**config.mk**
```make
export PLATFORM = sky130hd
export DESIGN_NAME = op_encoder_tx
export DESIGN_NICKNAME = d
export VERILOG_FILES = /design/src/rtl/next_pkg.sv /design/src/rtl/tx_bit_timer.sv /design/src/rtl/op_encoder_tx.sv
export SDC_FILE = /design/constraint.sdc
export NUM_CORES = 1
export LEC_CHECK = 0
export ABC_AREA = 1
export CAP_MARGIN = 20
export CORE_MARGIN = 4
export CORE_UTILIZATION = 45
export DETAILED_ROUTE_END_ITERATION = 16
export PLACE_DENSITY = 0.79
export SYNTH_ARGS = -nofsm -noshare
export SYNTH_HDL_FRONTEND = slang
export SYNTH_SLANG_ARGS = --single-unit
```
**constraint.sdc**
```tcl
create_clock -name clk -period 3.2 [get_ports clk]
set_input_delay 0.8 -clock clk [delete_from_list [all_inputs] [get_ports clk]]
set_output_delay 0.8 -clock clk [all_outputs]
set_load 0.1 [all_outputs]
```
**src/rtl/next_pkg.sv**
```systemverilog
// Shared constants and types for the NeXT soundbox/keyboard serial link.
// The transmit encoder and the host->ASIC op decoder both import this package.
package next_pkg;

    localparam int OP_W      = 16;
    localparam int PAYLOAD_W = 24;
    localparam int FRAME_W   = OP_W + PAYLOAD_W;
    localparam int BIT_CNT_W = $clog2(PAYLOAD_W) + 1;

    localparam logic [OP_W-1:0] OP_ALL1     = 16'hffff;
    localparam logic [7:0]      OP_AUDIO_HI = 8'h07;
    localparam logic [7:0]      OP_KBD_HI   = 8'hc6;
    localparam logic [7:0]      OP_MOUSE_HI = 8'hc4;

    // Host->ASIC op high bytes recognised by the decoder side of the link.
    localparam logic [7:0] OP_DEC_C7 = 8'hc7;
    localparam logic [7:0] OP_DEC_C5 = 8'hc5;
    localparam logic [7:0] OP_DEC_0F = 8'h0f;
    localparam logic [7:0] OP_DEC_1F = 8'h1f;
    localparam logic [7:0] OP_DEC_FF = 8'hff;

    typedef enum logic [2:0] {
        IDLE,
        START,
        OP,
        DATA,
        STOP,
        GAP
    } tx_state_t;

    typedef enum logic [2:0] {
        SRC_NONE,
        SRC_ALL1,
        SRC_AUDIO,
        SRC_KBD,
        SRC_MOUSE
    } tx_src_t;

    function automatic logic src_has_payload(input tx_src_t src);
        return (src == SRC_KBD) || (src == SRC_MOUSE);
    endfunction

    // Frames without payload leave the low 24 bits zero; they are never shifted out.
    function automatic logic [FRAME_W-1:0] build_frame(
        input tx_src_t              src,
        input logic [7:0]           audio_arg,
        input logic [PAYLOAD_W-1:0] kbd_data,
        input logic [PAYLOAD_W-1:0] mouse_data
    );
        logic [FRAME_W-1:0] frame;
        frame = '0;
        case (src)
            SRC_ALL1:  frame = {OP_ALL1, {PAYLOAD_W{1'b0}}};
            SRC_AUDIO: frame = {OP_AUDIO_HI, audio_arg, {PAYLOAD_W{1'b0}}};
            SRC_KBD:   frame = {OP_KBD_HI, 8'h00, kbd_data};
            SRC_MOUSE: frame = {OP_MOUSE_HI, 8'h00, mouse_data};
            default:   frame = '0;
        endcase
        return frame;
    endfunction

endpackage

```
**src/rtl/tx_bit_timer.sv**
```systemverilog
// Serial bit timer: counts clk cycles within one bit and strobes bit_end on the
// last cycle of each bit while enabled. A clear restarts the bit from cycle 0.
module tx_bit_timer #(
    parameter int CLKS_PER_BIT = 4
) (
    input  logic clk,
    input  logic reset_n,
    input  logic enable,
    input  logic clear,
    output logic bit_end
);

    localparam int CNT_W = (CLKS_PER_BIT > 1) ? $clog2(CLKS_PER_BIT) : 1;
    localparam logic [CNT_W-1:0] CNT_LAST = CNT_W'(CLKS_PER_BIT - 1);

    logic [CNT_W-1:0] clk_cnt;

    always_ff @(posedge clk or negedge reset_n) begin
        if (!reset_n) begin
            clk_cnt <= '0;
        end else if (clear) begin
            clk_cnt <= '0;
        end else if (enable) begin
            if (clk_cnt == CNT_LAST) begin
                clk_cnt <= '0;
            end else begin
                clk_cnt <= clk_cnt + CNT_W'(1);
            end
        end
    end

    assign bit_end = enable && !clear && (clk_cnt == CNT_LAST);

endmodule

```
**src/rtl/op_encoder_tx.sv**
```systemverilog
// ASIC->host op encoder: arbitrates all1/audio/keyboard/mouse requests and
// serializes each as start bit, 16-bit op, optional 24-bit payload, stop bit, idle gap.
module op_encoder_tx
    import next_pkg::*;
#(
    parameter int CLKS_PER_BIT = 4,
    parameter int GAP_BITS     = 2
) (
    input  logic                 clk,
    input  logic                 reset_n,
    input  logic                 all1_req,
    output logic                 all1_ack,
    input  logic                 audio_req,
    input  logic [7:0]           audio_req_arg,
    input  logic                 kbd_valid,
    input  logic [PAYLOAD_W-1:0] kbd_data,
    output logic                 kbd_ready,
    input  logic                 mouse_valid,
    input  logic [PAYLOAD_W-1:0] mouse_data,
    output logic                 mouse_ready,
    output logic                 tx_out,
    output logic                 busy
);

    localparam logic [BIT_CNT_W-1:0] CNT_OP_LAST   = BIT_CNT_W'(OP_W - 1);
    localparam logic [BIT_CNT_W-1:0] CNT_DATA_LAST = BIT_CNT_W'(PAYLOAD_W - 1);
    localparam logic [BIT_CNT_W-1:0] CNT_GAP_LAST  = BIT_CNT_W'(GAP_BITS - 1);

    tx_state_t            state;
    tx_state_t            state_nxt;
    tx_src_t              winner;
    logic [FRAME_W-1:0]   shreg;
    logic                 has_payload;
    logic [BIT_CNT_W-1:0] bit_cnt;
    logic [BIT_CNT_W-1:0] cnt_nxt;
    logic                 tx_reg;
    logic                 tx_nxt;
    logic                 load;
    logic                 shift_en;
    logic                 bit_end;
    logic                 audio_pend;
    logic [7:0]           audio_arg;

    tx_bit_timer #(
        .CLKS_PER_BIT(CLKS_PER_BIT)
    ) u_bit_timer (
        .clk     (clk),
        .reset_n (reset_n),
        .enable  (state != IDLE),
        .clear   (load),
        .bit_end (bit_end)
    );

    always_comb begin
        winner = SRC_NONE;
        if (all1_req) begin
            winner = SRC_ALL1;
        end else if (audio_pend) begin
            winner = SRC_AUDIO;
        end else if (kbd_valid) begin
            winner = SRC_KBD;
        end else if (mouse_valid) begin
            winner = SRC_MOUSE;
        end
    end

    always_ff @(posedge clk or negedge reset_n) begin
        if (!reset_n) begin
            state <= IDLE;
        end else begin
            state <= state_nxt;
        end
    end

    // Each field's last bit_end hands the line to the next field; bit_cnt counts down within a field.
    always_comb begin
        state_nxt = state;
        load      = 1'b0;
        shift_en  = 1'b0;
        tx_nxt    = tx_reg;
        cnt_nxt   = bit_cnt;
        case (state)
            IDLE: begin
                tx_nxt = 1'b1;
                if (reset_n && (winner != SRC_NONE)) begin
                    load      = 1'b1;
                    state_nxt = START;
                    tx_nxt    = 1'b0;
                    cnt_nxt   = '0;
                end
            end
            START: begin
                if (bit_end) begin
                    state_nxt = OP;
                    tx_nxt    = shreg[FRAME_W-1];
                    shift_en  = 1'b1;
                    cnt_nxt   = CNT_OP_LAST;
                end
            end
            OP: begin
                if (bit_end) begin
                    if (bit_cnt != '0) begin
                        tx_nxt   = shreg[FRAME_W-1];
                        shift_en = 1'b1;
                        cnt_nxt  = bit_cnt - BIT_CNT_W'(1);
                    end else if (has_payload) begin
                        state_nxt = DATA;
                        tx_nxt    = shreg[FRAME_W-1];
                        shift_en  = 1'b1;
                        cnt_nxt   = CNT_DATA_LAST;
                    end else begin
                        state_nxt = STOP;
                        tx_nxt    = 1'b1;
                    end
                end
            end
            DATA: begin
                if (bit_end) begin
                    if (bit_cnt != '0) begin
                        tx_nxt   = shreg[FRAME_W-1];
                        shift_en = 1'b1;
                        cnt_nxt  = bit_cnt - BIT_CNT_W'(1);
                    end else begin
                        state_nxt = STOP;
                        tx_nxt    = 1'b1;
                    end
                end
            end
            STOP: begin
                if (bit_end) begin
                    state_nxt = GAP;
                    tx_nxt    = 1'b1;
                    cnt_nxt   = CNT_GAP_LAST;
                end
            end
            GAP: begin
                tx_nxt = 1'b1;
                if (bit_end) begin
                    if (bit_cnt != '0) begin
                        cnt_nxt = bit_cnt - BIT_CNT_W'(1);
                    end else begin
                        state_nxt = IDLE;
                    end
                end
            end
            default: begin
                state_nxt = IDLE;
                tx_nxt    = 1'b1;
            end
        endcase
    end

    always_ff @(posedge clk or negedge reset_n) begin
        if (!reset_n) begin
            tx_reg      <= 1'b1;
            bit_cnt     <= '0;
            shreg       <= '0;
            has_payload <= 1'b0;
        end else begin
            tx_reg  <= tx_nxt;
            bit_cnt <= cnt_nxt;
            if (load) begin
                shreg       <= build_frame(winner, audio_arg, kbd_data, mouse_data);
                has_payload <= src_has_payload(winner);
            end else if (shift_en) begin
                shreg <= {shreg[FRAME_W-2:0], 1'b0};
            end
        end
    end

    // A new pulse wins over the clear so a request landing on the audio load cycle is not lost.
    always_ff @(posedge clk or negedge reset_n) begin
        if (!reset_n) begin
            audio_pend <= 1'b0;
            audio_arg  <= '0;
        end else if (audio_req) begin
            audio_pend <= 1'b1;
            audio_arg  <= audio_req_arg;
        end else if (load && (winner == SRC_AUDIO)) begin
            audio_pend <= 1'b0;
        end
    end

    assign all1_ack    = load && (winner == SRC_ALL1);
    assign kbd_ready   = load && (winner == SRC_KBD);
    assign mouse_ready = load && (winner == SRC_MOUSE);
    assign busy        = (state != IDLE) || load;
    assign tx_out      = tx_reg;

endmodule

```
Word-level counts from Yosys, hierarchy flattened
Cells that the tools add are included.
{"block": "classes", "reduce_logical": 22, "add_sub_neg": 2, "n_eq_ne": 22, "muxes": 50}
{"operator": "40-bit one-hot mux with 4 select lines", "n": 1}
{"operator": "40-bit 2-to-1 mux", "n": 2}
{"operator": "6-bit 2-to-1 mux", "n": 8}
{"operator": "3-bit 2-to-1 mux", "n": 14}
{"operator": "6-bit one-hot mux with 5 select lines", "n": 1}
{"operator": "1-bit 2-to-1 mux", "n": 18}
{"operator": "2-bit inequality test (second input constant)", "n": 9}
{"operator": "3-bit one-hot mux with 6 select lines", "n": 1}
{"operator": "3-bit by 2-bit equality test with 1-bit output (second input constant)", "n": 4}
{"operator": "3-bit equality test (second input constant)", "n": 3}
{"operator": "9-bit AND reduction", "n": 1}
{"operator": "8-bit AND reduction", "n": 1}
{"operator": "1-bit logical AND", "n": 7}
{"operator": "3-bit by 1-bit equality test with 1-bit output (second input constant)", "n": 2}
{"operator": "2-bit 2-to-1 mux", "n": 3}
{"operator": "2-bit nonzero test", "n": 3}
{"operator": "3-bit nonzero test", "n": 2}
{"operator": "6-bit nonzero test", "n": 1}
{"operator": "6-bit by 1-bit subtractor with 6-bit output (second input constant)", "n": 1}
{"operator": "1-bit one-hot mux with 5 select lines", "n": 1}
{"operator": "5-bit nonzero test", "n": 1}
{"operator": "2-bit by 1-bit inequality test with 1-bit output (second input constant)", "n": 2}
{"operator": "4-bit AND reduction", "n": 1}
{"operator": "3-bit logical NOT", "n": 1}
{"operator": "7 further kinds", "n": 8}
{"block": "totals", "ff_bits": 62, "output_inout_bits": 5, "wordCells": 104, "in_bits": 62}

Logic depth before layout (Yosys ltp)
{"block": "logic_depth", "word_depth": 15, "mapped_depth": 11, "mapped_depth_nobuf": 9}

Hierarchy
From an unflattened synthesis, not the netlist that was laid out.
{"block": "hier_totals", "hier_cells": 587, "hier_area_um2": 3801.1}
{"module": "op_encoder_tx", "cells_per_inst": 573, "area_per_inst_um2": 3691.0, "instances": 1, "seq_area_each_um2": 1502.7}
{"module": "tx_bit_timer", "cells_per_inst": 14, "area_per_inst_um2": 110.1, "instances": 1, "seq_area_each_um2": 50.0}

Worst setup path before layout
Ideal clock, no wire load.
{"block": "synth_timing", "path_type": "input-to-output", "start": "in all1_req", "end": "out mouse_ready", "cell_stages": 4, "t_required_ps": 2400, "slack_ps": -257, "arrival_ps": 2657, "cell_sequence": "nor2_1 -> nand3_1 -> clkbuf_1 -> nor2_1"}
{"block": "synth_via", "elab_chain_len": 6, "word_cells_on_any_way": 7, "classes_between": "eq/ne (1); mux (3); reduce/logical (3)"}
{"item": "start: declaration", "line": "op_encoder_tx.sv:11", "rtl": "input logic all1_req,"}
{"item": "3-bit 2-to-1 mux *", "line": "op_encoder_tx.sv:56", "rtl": "if (all1_req) begin"}
{"item": "3-bit nonzero test", "line": "op_encoder_tx.sv:85", "rtl": "if (reset_n && (winner != SRC_NONE)) begin"}
{"item": "1-bit logical AND", "line": "op_encoder_tx.sv:85"}
{"item": "1-bit 2-to-1 mux", "line": "op_encoder_tx.sv:85"}
{"item": "1-bit 2-to-1 mux", "line": "op_encoder_tx.sv:82", "rtl": "case (state)"}
{"item": "1-bit logical AND *", "line": "op_encoder_tx.sv:186", "rtl": "assign mouse_ready = load && (winner == SRC_MOUSE);"}
{"item": "end: declaration", "line": "op_encoder_tx.sv:20", "rtl": "output logic mouse_ready,"}
Every way passes the cells marked *; elsewhere a longest branch is shown, timed or not.

Worst setup path in the final report
{"block": "layout_timing", "start": "in all1_req", "end": "out all1_ack"}
{"block": "layout_via", "elab_chain_len": 6, "word_cells_on_any_way": 7, "classes_between": "eq/ne (1); mux (3); reduce/logical (3)"}
{"item": "3-bit 2-to-1 mux *", "line": "op_encoder_tx.sv:56"}
{"item": "3-bit nonzero test", "line": "op_encoder_tx.sv:85"}
{"item": "1-bit logical AND", "line": "op_encoder_tx.sv:85"}
{"item": "1-bit 2-to-1 mux", "line": "op_encoder_tx.sv:85"}
{"item": "1-bit 2-to-1 mux", "line": "op_encoder_tx.sv:82"}
{"item": "1-bit logical AND *", "line": "op_encoder_tx.sv:184", "rtl": "assign all1_ack = load && (winner == SRC_ALL1);"}
{"item": "end: declaration", "line": "op_encoder_tx.sv:12", "rtl": "output logic all1_ack,"}
Marked as above.

==> out/qor.csv <==
metric,value,unit
row_count,33,
setup_viol,0,
areaGrowthSynthToFinish,25.6,%
cap_violations,0,
fillers,747,
numCtsBuffers,9,
totalWireLength,9.36,mm
worst-path-max-fanout,5,
required,2.40,ns
rsz0062_at_grt,no,
multiInputGateArea,1870,sq um
cts-root-buf,clkbuf_8,
ys_ff_latch,62,
antenna_found_initial,0,
timing.rr.end,shreg[12]$_DFFE_PN0P_,
final_common_cell,nand2_1,
drt-pass1-iter-count,4,
post_cts_resized,0,
yosysWarnings,0,
io_buffers,66,
clockBufferDepth,2,
status,"finished, final reports clean",
seq_area,1550,sq um
max_freq,330,MHz
vias,3779,
min_period_over_period,94.6,%
gp_congestion,0.944,
r2r_slack,0.96,ns
avgViaCountPerCell,5.18,
wl_per_cell,12.8,um
clk_latency,0.34,ns
min_path_type,in -> async,
post_cts_buffers,0,
ys_seq_area_share,41.3,%
leakage,2.51,nW
ys_types,29,
ios,67,
grt_usage,19.4,%
reg2reg_depth,8,
core,8180,sq um
synth_cells,563,
h-tree-depth,3,
antenna_cells,0,
end_kind,output port,
peakVddDrop,0.000343,V
grt_pass1_wl,15.8,mm
die-area,9880,sq um
worst_pin_slew,0.702,ns
crit_type,in -> out,
setup-tns-final,0,ns
fin_util,57.7,%
dp_hpwl,6.65,mm
nNetsFinal,684,
fin_skew,0.00971,ns
final_cell_mix,"280 x nand2_1, 61 x dfrtp_1, 60 x clkdlybuf4s50_1",
powerDensity,752,nW/um^2
layout_min_cycle_time,3.03,ns
tritoncts,yes,
worstSetupStartpointType,primary input,
slew_headroom,53.2,%
grt_max_degree,56,
start_util,46.0,%
fp.dieW,99.4,um
worstPathArrival,2.23,ns
drc,0,
hold_viol_final,0,
drive_above_1_share,8.17,%
die_y,99.4,um
synth.avg_cell_area,6.67,sq um
cts_hold_buf,0,
syn-num-nets,627,
slew_violations,0,
grt_pass1_vias,3553,
clkTransAtPathRegs,0.07,ns
synth_area,3760,sq um
grt_remaining_overflow,0,
timing.rr.start,audio_pend$_DFFE_PN0P_,
drtIter0Drc,213,
ant_nets,0,
clock-sinks,62,
==> power breakdown <==
part | internal [mW] | switching [mW]
clock | 0.418 | 0.303
sequential | 1.04 | 0.180
combinational | 0.562 | 1.05
total | 2.02 | 1.53
==> metal layers <==
layer / track usage, % / up-vias / wire (um)
met2: 33.9 / 98 / 4940
met3: 3.86 / 17 / 358
met5: 0 / - / 0
met1: 24.2 / 1756 / 3900
li1: - / 1908 / -
met4: 5.88 / 0 / 163
==> per-stage QoR <==
stage	setup WS [ns]	power, mW	instances	instance area (sq um)	hold WS (ns)
after floorplan	0.197	2.43	563	3760	0.442
after global placement	0.243	2.74	714	4510	0.457
after detailed placement	0.173	2.83	714	4510	0.463
after CTS	0.163	3.55	729	4720	0.328
after global routing	0.00528	3.84	729	4720	0.327
final	0.173	3.55	729	4720	0.331
==> critical path, cell delays in order <==
cell and delay, ns:
clkdlybuf4s50_1 0.43, nor2_1 0.21, nand3_1 0.18, nand3_2 0.17
inv_2 0.05, nand2_1 0.12, inv_1 0.10, buf_12 0.17
==> registers in the layout, summed over array words and instances (netlist names) <==
name / flops
shreg: 40
state: 3
bit_cnt: 6
u_bit_timer.clk_cnt: 2
audio_arg: 8
has_payload: 1
tx_out: 1
audio_pend: 1
==> worst max path at each step <==
stage / start / to / slack (ns) / depth (start not counted)
6_report: all1_req / all1_ack / 0.17 / 8
5_1_grt: all1_req / all1_ack / 0.005 / 8
4_1_cts: all1_req / all1_ack / 0.16 / 8
3_5_place_dp: all1_req / all1_ack / 0.17 / 8
3_3_place_gp: all1_req / all1_ack / 0.24 / 8
2_1_floorplan: all1_req / mouse_ready / 0.20 / 4
==> synth_stat cells (all sizes together) <==
cell | number | area share [%]
buf | 21 | 3.2
nand4 | 40 | 6.7
nor3 | 1 | 0.13
nand2 | 282 | 28
o21a | 1 | 0.20
dfstp | 1 | 0.70
o31ai | 1 | 0.20
clkbuf | 10 | 1.0
inv | 46 | 4.6
ha | 2 | 0.67
nand3b | 4 | 0.80
dfrtp | 61 | 41
clkinv | 1 | 0.10
xnor2 | 1 | 0.23
a21boi | 1 | 0.30
a21oi | 13 | 1.7
o21ai | 40 | 5.3
nand3 | 19 | 2.8
a22o | 1 | 0.23
nor2 | 17 | 2.2
==> cell type report <==
cell class | instances | share of cell area, %
Multi-Input combinational cell | 423 | 39.7
Sequential cell | 62 | 32.9
Timing Repair Buffer | 77 | 16.4
Inverter | 47 | 3.74
Clock buffer | 12 | 3.50
Tap cell | 105 | 2.78
Clock inverter | 3 | 0.902
==> logic make-up after synthesis <==
logic type	Yosys count	synth area share, %
AND/OR/NAND/NOR	363	40.9
buffers and inverters	78	8.92
flip-flops	62	41.3
AO/OA/AOI/OAI	57	7.99
adder cells (fa/ha/maj)	2	0.666
XOR/XNOR	1	0.233
Power figures use the tool's default switching activity.
